### src/rtl/argmax_8_20.sv
`default_nettype none
// +--------------------------------------------------------------------------+
// | argmax_8_20                                                              |
// | Streaming argmax over N signed T-bit words; ready/valid in and out.      |
// | Revision: 1.0                                                            |
// +--------------------------------------------------------------------------+
module argmax_8_20 #(
  parameter int N    = 8,
  parameter int T    = 20,
  parameter int logN = $clog2(N)
) (
  input  logic            clk,
  input  logic            reset,
  input  logic            s_valid,
  output logic            s_ready,
  input  logic [T-1:0]    data_in,
  output logic            m_valid,
  input  logic            m_ready,
  output logic [logN-1:0] idx_out,
  output logic [T-1:0]    max_out
);

  typedef enum logic [0:0] {
    COLLECT = 1'b0,
    HOLD    = 1'b1
  } state_t;

  localparam logic [logN-1:0] c_LAST = logN'(N - 1);

  state_t                 r_state;
  state_t                 w_state_nxt;
  logic [logN-1:0]        r_cnt;
  logic signed [T-1:0]    r_max;
  logic [logN-1:0]        r_idx;
  logic [logN-1:0]        r_pend_idx;
  logic [T-1:0]           r_pend_max;
  logic                   r_m_valid;
  logic [logN-1:0]        r_idx_out;
  logic [T-1:0]           r_max_out;

  logic                   w_accept;
  logic                   w_first;
  logic                   w_last;
  logic                   w_gt;
  logic                   w_take;
  logic [logN-1:0]        w_cand_idx;
  logic [T-1:0]           w_cand_max;
  logic                   w_out_free;
  logic                   w_load_cand;
  logic                   w_load_pend;
  logic                   w_store_pend;

  assign s_ready    = ~reset && (r_state == COLLECT);
  assign w_accept   = s_valid && s_ready;
  assign w_first    = (r_cnt == '0);
  assign w_last     = (r_cnt == c_LAST);
  assign w_gt       = $signed(data_in) > r_max;
  // The first word of a vector seeds the running max regardless of value.
  assign w_take     = w_first || w_gt;
  assign w_cand_idx = w_take ? r_cnt : r_idx;
  assign w_cand_max = w_take ? data_in : r_max;
  assign w_out_free = ~r_m_valid || m_ready;

  always_comb begin
    w_state_nxt  = r_state;
    w_load_cand  = 1'b0;
    w_load_pend  = 1'b0;
    w_store_pend = 1'b0;
    case (r_state)
      COLLECT: begin
        if (w_accept && w_last) begin
          if (w_out_free) begin
            w_load_cand = 1'b1;
          end else begin
            w_store_pend = 1'b1;
            w_state_nxt  = HOLD;
          end
        end
      end
      HOLD: begin
        if (m_ready) begin
          w_load_pend = 1'b1;
          w_state_nxt = COLLECT;
        end
      end
      default: w_state_nxt = COLLECT;
    endcase
  end

  always_ff @(posedge clk) begin
    if (reset) begin
      r_state    <= COLLECT;
      r_cnt      <= '0;
      r_max      <= '0;
      r_idx      <= '0;
      r_pend_idx <= '0;
      r_pend_max <= '0;
      r_m_valid  <= 1'b0;
      r_idx_out  <= '0;
      r_max_out  <= '0;
    end else begin
      r_state <= w_state_nxt;
      if (w_accept) begin
        r_cnt <= w_last ? '0 : r_cnt + 1'b1;
        if (w_take) begin
          r_max <= data_in;
          r_idx <= r_cnt;
        end
      end
      if (w_store_pend) begin
        r_pend_idx <= w_cand_idx;
        r_pend_max <= w_cand_max;
      end
      // A fresh result takes priority over dropping valid on a transfer.
      if (w_load_cand) begin
        r_idx_out <= w_cand_idx;
        r_max_out <= w_cand_max;
        r_m_valid <= 1'b1;
      end else if (w_load_pend) begin
        r_idx_out <= r_pend_idx;
        r_max_out <= r_pend_max;
        r_m_valid <= 1'b1;
      end else if (m_ready) begin
        r_m_valid <= 1'b0;
      end
    end
  end

  assign m_valid = r_m_valid;
  assign idx_out = r_idx_out;
  assign max_out = r_max_out;

endmodule
`default_nettype wire

### config.mk
export PLATFORM = sky130hd
export DESIGN_NAME = argmax_8_20
export DESIGN_NICKNAME = d
export VERILOG_FILES = /design/src/rtl/argmax_8_20.sv
export SDC_FILE = /design/constraint.sdc
export NUM_CORES = 1
export LEC_CHECK = 0
export ABC_AREA = 0
export BUFFER_PORTS_ARGS = -buffer_cell sky130_fd_sc_hd__buf_2
export CAP_MARGIN = 20
export CELL_PAD_IN_SITES_DETAIL_PLACEMENT = 0
export CELL_PAD_IN_SITES_GLOBAL_PLACEMENT = 1
export CORE_MARGIN = 4
export CORE_UTILIZATION = 35
export DETAILED_ROUTE_END_ITERATION = 16
export GPL_ROUTABILITY_DRIVEN = 0
export MAX_ROUTING_LAYER = met4
export PLACE_DENSITY_LB_ADDON = 0.1
export SYNTH_ARGS = -nofsm -noshare
export SYNTH_HDL_FRONTEND = slang
export SYNTH_SLANG_ARGS = --single-unit
### constraint.sdc
create_clock -name clk -period 4.1 [get_ports clk]
set_clock_uncertainty 0.2 [all_clocks]
set_input_delay 0.41 -clock clk [delete_from_list [all_inputs] [get_ports clk]]
set_output_delay 0.41 -clock clk [all_outputs]
set_load 0.02 [all_outputs]
==> results.json, run 1 <==
{
  "routed_wl_mm": 9.966,
  "ff2ff_path_depth": 10,
  "ys.flop_type": "dfxtp_1",
  "area_delta_synth_final_pct": 14.49,
  "drv_slew": 0,
  "io_pins": 49,
  "crit_chain": "inv_1 -> ha_1 -> nand4_1 -> nor4_1 -> o211ai_1 -> and3_1 -> a221oi_4 -> buf_12 -> mux2i_1 -> a21oi_1",
  "tightest_slew_ps": 984.7,
  "intPower_uw": 1096,
  "post_cts_resized": 0,
  "core_sq_um": 10370,
  "overflow": 0,
  "cellPowerDensity_nw_per_um2": 355.1,
  "crit_type": "flop to flop",
  "worstPathMaxFanout": 48,
  "die-width_microns": 111.4,
  "grt_usage": 0.1665,
  "drive_above_1_share": 0.1538,
  "portBuffers": 48,
  "syn_avg_cell_area_sq_um": 8.040,
  "layout.nets": 549,
  "status": "finished, final reports clean",
  "grt_max_degree": 49,
  "cts_tree": "yes",
  "crit_end": "max_out[6]",
  "antenna_left": 0,
  "p_sw_uw": 423.5,
  "cts_buffer_depth": 2,
  "fmax_mhz": 317.4,
  "startpoint": "r_max[18]",
  "r2r_start": "r_max[18]",
  "hold_viol": 0,
  "max-slew-margin-rel": 0.3435,
  "hold_path_class": "input port to flop",
  "clkLatencyLatePin_ps": 340,
  "max_stage_delay_ps": 440,
  "period_needed_ps": 3151,
  "rsz0062_at_grt": "no",
  "antenna_found_initial": 0,
  "combPwrFrac": 0.133,
  "first_global_vias": 2973,
  "leakage_uw": 0.001771,
  "dp_hpwl_mm": 6.808,
  "reg2reg_slack_ps": 950,
  "vias_per_cell": 5.131,
  "detail_route.first_pass.iterations": 4,
  "vias": 3299,
  "dieArea_sq_um": 12400,
  "hold_buffers": 0,
  "yosysSeqAreaShare": 0.3963,
  "multiInputGateArea_sq_um": 1999,
  "yosysUniqueCellTypes": 37,
  "syn_inst": 465,
  "async_flop_share": 0,
  "syn_nets": 512,
  "final-seq-area_sq_um": 1481,
  "grt_pass1_wl_mm": 16.23,
  "crit_buf_inv": 2,
  "post_drt_wl_per_cell_microns": 15.50,
  "regToRegEndpoint": "max_out[6]",
  "antenna_cells": 0,
  "drc_errors": 0,
  "slowest_stage": "mux2i_1",
  "initial_utilization": 0.3605,
  "crit_cells": 10,
  "crit_family": "simple AND/OR/NAND/NOR gates",
  "setup_viol": 0,
  "required_ps": 4130,
  "finalCritPeriodShare": 0.7685,
  "vdd_ir_drop_max_uv": 124.0,
  "cp-start-kind": "flop",
  "drt_iter0_drc": 280,
  "ctsHtreeMaxLevel": 3,
  "maxCapViolations": 0,
  "cts_setup_buffers": 0,
  "switching_share": 0.2787,
  "yosys_warnings": 0,
  "seqPwrFrac": 0.491,
  "critPathCaptureType": "flop",
  "die_h_microns": 111.4,
  "synth_edf_count": 0,
  "path_clk_slew_ps": 90,
  "arrival_ps": 3180,
  "cts-root-buf": "clkbuf_8",
  "numCtsBuffers": 9,
  "pwr-share-clk": 0.376,
  "nFillCells": 1150,
  "rows": 37,
  "cts_sinks": 74,
  "fin_setup_tns_ps": 0,
  "finish.utilization": 0.4128,
  "netlist_area_sq_um": 3739,
  "ys_ff_latch": 74
}
[synthesized netlist by cell type, types with 2 or more instances]
library cell,number,share of area
a21oi_1,78,0.10
dfxtp_1,74,0.40
nand2_1,68,0.068
clkbuf_1,26,0.026
inv_1,24,0.024
o21ai_0,24,0.032
ha_1,23,0.077
o21ai_1,23,0.031
mux2i_1,22,0.059
nand3_1,21,0.028
nand3b_1,19,0.038
nor2_1,8,0.0080
and3_1,5,0.0084
nand4_1,5,0.0084
or3_1,5,0.0084
a31oi_1,4,0.0067
buf_6,4,0.012
nor3_1,4,0.0054
o22ai_1,4,0.0067
a21o_1,2,0.0040
buf_4,2,0.0040
nand2b_1,2,0.0033
nor2b_1,2,0.0033
o211ai_1,2,0.0040
or4b_1,2,0.0054
[routing by layer]
| layer | share of wire | track usage | vias up |
|---|---|---|---|
| met4 | 0.010 | 0.04866 | 0 |
| met5 | 0 | - | - |
| li1 | - | - | 1709 |
| met2 | 0.40 | 0.2276 | 58 |
| met1 | 0.55 | 0.2513 | 1521 |
| met3 | 0.034 | 0.02500 | 11 |
[registers in the layout, indices dropped and copies added, names as in the netlist]
| signal | cells |
|---|---|
| max_out | 20 |
| r_max | 20 |
| r_pend_max | 20 |
| idx_out | 3 |
| r_cnt | 3 |
| r_idx | 3 |
| r_pend_idx | 3 |
| m_valid | 1 |
| r_state | 1 |
[worst register-to-register path, stage by stage, from the launching register on]
cell,delay [ps]
dfxtp_1,350
inv_1,50
ha_1,310
nand4_1,190
nor4_1,390
o211ai_1,170
and3_1,250
a221oi_4,290
buf_12,270
mux2i_1,450
a21oi_1,120
[metrics by stage]
step | instances | instance area [sq um] | hold slack, ps | setup slack [ps] | power, uW
after detailed placement | 627 | 4088 | 274.7 | 791.5 | 966.4
after floorplan | 465 | 3739 | 254.2 | 1344 | 906.5
after CTS | 643 | 4280 | 139.3 | 959.1 | 1543
after global placement | 627 | 4088 | 262.8 | 818.6 | 964.1
final | 643 | 4280 | 158.7 | 949.1 | 1520
after global routing | 643 | 4280 | 154.3 | 775.0 | 1601
[final cells by class]
class,count,area share
inverter,25,0.02192
tap,136,0.03975
clock inverter,6,0.01520
clock buffer,10,0.02982
multi-input combinational,332,0.4671
sequential,74,0.3461
timing repair buffer,60,0.08009
[worst min-delay path by stage]
stage                    start        to  slack [ps]  cells after the start
floorplan             r_idx[0]  r_idx[0]         250                      2
global placement      r_idx[0]  r_idx[0]         260                      2
detailed placement    r_idx[0]  r_idx[0]         270                      2
CTS                 data_in[4]  r_max[4]         140                      3
global route        data_in[5]  r_max[5]         150                      3
finish              data_in[4]  r_max[4]         160                      3
[cell usage in the layout, fill, tap and decap left out, types with 19 or more instances in the layout]
cell type	Yosys	routed
nand2_1	68	68
o21ai_0	24	24
mux2i_1	22	22
inv_1	24	24
nand3b_1	19	19
o21ai_1	23	23
buf_2	1	48
dfxtp_1	74	74
nand3_1	21	21
a21oi_1	78	78
ha_1	23	23
[power groups by stage]
stage / clock network [uW] / logic, uW / registers (uW)
6_report: 571 / 203 / 746
5_1_grt: 625 / 227 / 749
4_1_cts: 593 / 205 / 746
3_5_place_dp: 0 / 203 / 763
3_3_place_gp: 0 / 202 / 762
2_1_floorplan: 0 / 147 / 759
[logic make-up after synthesis]
family	after synthesis	synth area share
mux	22	0.05890
buf+inv	59	0.06961
compound gates	141	0.2035
simple gates	146	0.1948
fa+ha+maj	23	0.07698
flops	74	0.3963
Power figures use the tool's default switching activity.
==> run 2, diff against run 1 <==
==> constraint.sdc (replaced) <==
create_clock -name clk -period 3.3 [get_ports clk]
set_clock_uncertainty 0.2 [all_clocks]
set_input_delay 0.33 -clock clk [delete_from_list [all_inputs] [get_ports clk]]
set_output_delay 0.33 -clock clk [all_outputs]
set_load 0.02 [all_outputs]
==> results.json, run 2 (synthesis gave the netlist of run 1 again) <==
{
  "status": "finished, final reports clean",
  "portBuffers": 48,
  "required_ps": 3310,
  "leakage_uw": 0.001835,
  "path_common_cell": "nor2_1",
  "hold_path_class": "input port to flop",
  "hold_buffers": 0,
  "ctsHtreeMaxLevel": 3,
  "cellPowerDensity_nw_per_um2": 456.6,
  "post_drt_wl_per_cell_microns": 16.13,
  "crit_chain": "inv_1 -> ha_1 -> nand4_1 -> or4b_1 -> nor2_1 -> nor2_1 -> a221oi_4 -> buf_12 -> mux2i_1 -> a21oi_1",
  "crit_type": "flop to flop",
  "core_sq_um": 10370,
  "cts_tree": "yes",
  "max_stage_delay_ps": 580,
  "overflow": 0,
  "routed_wl_mm": 10.43,
  "finish.utilization": 0.4266,
  "fmax_mhz": 321.5,
  "design_area_sq_um": 4424,
  "final_common_cell": "a21oi_1",
  "pwr-share-clk": 0.401,
  "vdd_ir_drop_max_uv": 169.1,
  "numCtsBuffers": 9,
  "switching_share": 0.2683,
  "post_dp_cell_area_sq_um": 4128,
  "nFillCells": 1093,
  "tightest_slew_ps": 862.7,
  "rsz0062_at_grt": "yes",
  "antenna_left": 0,
  "first_global_vias": 3166,
  "layout_common_cells": "a21oi_1, dfxtp_1, nand2_1",
  "dieArea_sq_um": 12400,
  "max-slew-margin-rel": 0.4249,
  "clkLatencyLatePin_ps": 350,
  "crit_buf_inv": 2,
  "hold-worst-slack_ps": 71.76,
  "cp-start-kind": "flop",
  "die-width_microns": 111.4,
  "hold_viol": 0,
  "stdcell_count": 647,
  "period_needed_ps": 3110,
  "drive_above_1_share": 0.1800,
  "vias": 3346,
  "io_pins": 49,
  "crit_family": "simple AND/OR/NAND/NOR gates",
  "finalCritPeriodShare": 0.9425,
  "grt_usage": 0.1772,
  "area_delta_synth_final_pct": 18.34,
  "drv_slew": 0,
  "maxCapViolations": 0,
  "die_h_microns": 111.4,
  "grt_pass1_wl_mm": 17.13,
  "drc_errors": 0,
  "cts_buffer_depth": 2,
  "initial_utilization": 0.3605,
  "rows": 37,
  "dp.cells": 629,
  "combPwrFrac": 0.139,
  "vias_per_cell": 5.172,
  "slowest_stage": "or4b_1",
  "layout.nets": 553,
  "setup_viol": 0,
  "p_sw_uw": 542.0,
  "critPathCaptureType": "flop",
  "detail_route.first_pass.iterations": 4,
  "cts_sinks": 74,
  "fin_setup_tns_ps": 0,
  "intPower_uw": 1478,
  "arrival_ps": 3120,
  "worstPathMaxFanout": 22,
  "cts-root-buf": "clkbuf_8",
  "antenna_cells": 0,
  "path_clk_slew_ps": 80,
  "antenna_found_initial": 0,
  "drt_iter0_drc": 174,
  "seqPwrFrac": 0.460,
  "grt_max_degree": 45,
  "dp_hpwl_mm": 6.968
}
-- run 2: cell type report --
type | instances | area [sq um] | share of cell area
Inverter | 25 | 93.84 | 0.02121
Multi-Input combinational cell | 332 | 2036 | 0.4601
Timing Repair Buffer | 64 | 415.4 | 0.09389
Sequential cell | 74 | 1481 | 0.3348
Clock buffer | 10 | 137.6 | 0.03111
Tap cell | 136 | 170.2 | 0.03846
Clock inverter | 6 | 90.09 | 0.02036
-- run 2: worst paths after layout --
kind | startpoint | endpoint | slack (ps) | cells after the start
min | data_in[5] | r_max[5] | 70 | 3
min reg2reg | r_max[13] | r_max[13] | 300 | 2
max reg2reg | r_max[18] | r_pend_max[18] | 190 | 10
max | r_max[18] | r_pend_max[18] | 190 | 10
-- run 2: timing repair --
item                       4_1_cts  5_1_grt
setup buffers                    0        1
setup endpoints to repair        0       35
gates resized for setup          0        9
-- run 2: power by group through the flow --
stage          Sequential, uW  Clock [uW]  Combinational [uW]
2_1_floorplan             943           0                 183
3_3_place_gp              948           0                 263
3_5_place_dp              948           0                 263
4_1_cts                   927         840                 265
5_1_grt                   932         882                 315
6_report                  929         810                 281
-- run 2: per-stage QoR --
stage          setup WS [ps]  total power, uW
2_1_floorplan          594.0             1126
3_3_place_gp           127.6             1211
3_5_place_dp           118.5             1212
4_1_cts                192.5             2032
5_1_grt               -12.63             2128
6_report               189.8             2020
-- run 2: metal layers --
metal,vias up,share of wire,track usage
li1,1716,-,-
met1,1555,0.52,0.2644
met2,63,0.43,0.2429
met3,12,0.037,0.02772
met4,0,0.015,0.05677
met5,-,0,-
-- run 2: worst min-delay path: stages --
cell      delay, ps
buf_2           110
nand3b_1         80
a21oi_1          60
==> run 3, diff against run 2 <==
==> constraint.sdc (replaced) <==
create_clock -name clk -period 3.1 [get_ports clk]
set_clock_uncertainty 0.2 [all_clocks]
set_input_delay 0.31 -clock clk [delete_from_list [all_inputs] [get_ports clk]]
set_output_delay 0.31 -clock clk [all_outputs]
set_load 0.02 [all_outputs]
==> results.json, run 3 (synthesis gave the netlist of run 1 again) <==
{
  "layout.nets": 566,
  "antenna_cells": 0,
  "vias_per_cell": 5.235,
  "numCtsBuffers": 9,
  "fin_setup_tns_ps": 0,
  "critPathCaptureType": "flop",
  "nFillCells": 1093,
  "finish.utilization": 0.4428,
  "post_drt_wl_per_cell_microns": 15.93,
  "overflow": 0,
  "hold_buffers": 0,
  "worstPathMaxFanout": 5,
  "grt_usage": 0.1679,
  "grt_max_degree": 45,
  "arrival_ps": 3020,
  "required_ps": 3140,
  "drv_slew": 0,
  "cts_buffer_depth": 2,
  "leakage_uw": 0.001906,
  "die-width_microns": 111.4,
  "path_clk_slew_ps": 80,
  "routed_wl_mm": 10.52,
  "ctsHtreeMaxLevel": 3,
  "portBuffers": 48,
  "cts-root-buf": "clkbuf_8",
  "hold_viol": 0,
  "pre_cts_ws_ps": -143.7,
  "cellPowerDensity_nw_per_um2": 459.8,
  "drt_iter0_drc": 254,
  "area_delta_synth_final_pct": 22.82,
  "tightest_slew_ps": 610.2,
  "final-seq-area_sq_um": 1496,
  "detail_route.first_pass.iterations": 5,
  "core_sq_um": 10370,
  "max-slew-margin-rel": 0.5932,
  "cts_tree": "yes",
  "cts_sinks": 74,
  "finalCritPeriodShare": 0.9617,
  "period_needed_ps": 2981,
  "initial_utilization": 0.3605,
  "antenna_found_initial": 0,
  "antenna_left": 0,
  "cp-start-kind": "flop",
  "vias": 3455,
  "fmax_mhz": 335.4,
  "layout_common_cells": "a21oi_1, nand2_1, dfxtp_1",
  "hold-worst-slack_ps": 39.50,
  "drc_errors": 0,
  "dieArea_sq_um": 12400,
  "setup_viol": 0,
  "die_h_microns": 111.4,
  "drive_above_1_share": 0.2424,
  "rows": 37,
  "status": "finished, final reports clean",
  "multiInputGateArea_sq_um": 2093,
  "grt_pass1_wl_mm": 16.28,
  "io_pins": 49,
  "crit_type": "flop to flop",
  "maxCapViolations": 0,
  "hold_path_class": "input port to flop",
  "first_global_vias": 3125,
  "vdd_ir_drop_max_uv": 180.0,
  "final_common_cell": "a21oi_1",
  "finalWorstSetupSlack_ps": 118.8,
  "clkLatencyLatePin_ps": 350,
  "dp_hpwl_mm": 7.121
}
## run 3: final timing paths
check / startpoint / endpoint / slack [ps] / cells after the start
max: r_max[7] / r_pend_max[7] / 120 / 11
min: data_in[7] / r_max[7] / 40 / 3
max reg2reg: r_max[7] / r_pend_max[7] / 120 / 11
min reg2reg: r_idx[1] / r_idx[1] / 280 / 2
## run 3: final cells by class
class                   instances  share of cell area
clock buffers                  10             0.02997
clock inverters                 6             0.01444
inverters                      25             0.02044
multi-input cells             332              0.4559
flip-flops and latches         74              0.3259
well taps                     136             0.03706
repair buffers                 77              0.1163
## run 3: metal layers
metal  global-route usage  vias up  share of wire
met5                    -        -              0
met4              0.06813        0          0.015
met3              0.02772       13          0.035
met2               0.2296       68           0.43
met1               0.2441     1638           0.52
li1                     -     1736              -
## run 3: where the power goes
part           switching (uW)  leakage (uW)  internal [uW]
registers                17.8      0.000604            973
clock network             388     0.0000945            393
logic                     185       0.00121            155
## run 3: repair_timing
action,CTS,global route
buffers inserted,0,3
gates resized for setup,3,32
setup endpoints to repair,9,44
cloned,0,3
pin swaps,0,5
## run 3: critical path, stage by stage (launching register included)
cell       delay [ps]
dfxtp_2           350
inv_1              40
ha_1              310
and4_4            240
or4b_4            460
o21ai_1           170
a31oi_2            70
a221oi_4          260
buf_6             180
clkbuf_16         160
mux2i_1           300
a21oi_1           110
## run 3: stage by stage
| stage | std cells | instance area [sq um] | total power [uW] |
|---|---|---|---|
| after floorplan | 465 | 3739 | 1199 |
| after global placement | 638 | 4170 | 1292 |
| after detailed placement | 638 | 4170 | 1294 |
| after CTS | 654 | 4385 | 2085 |
| after global routing | 660 | 4592 | 2214 |
| final | 660 | 4592 | 2111 |
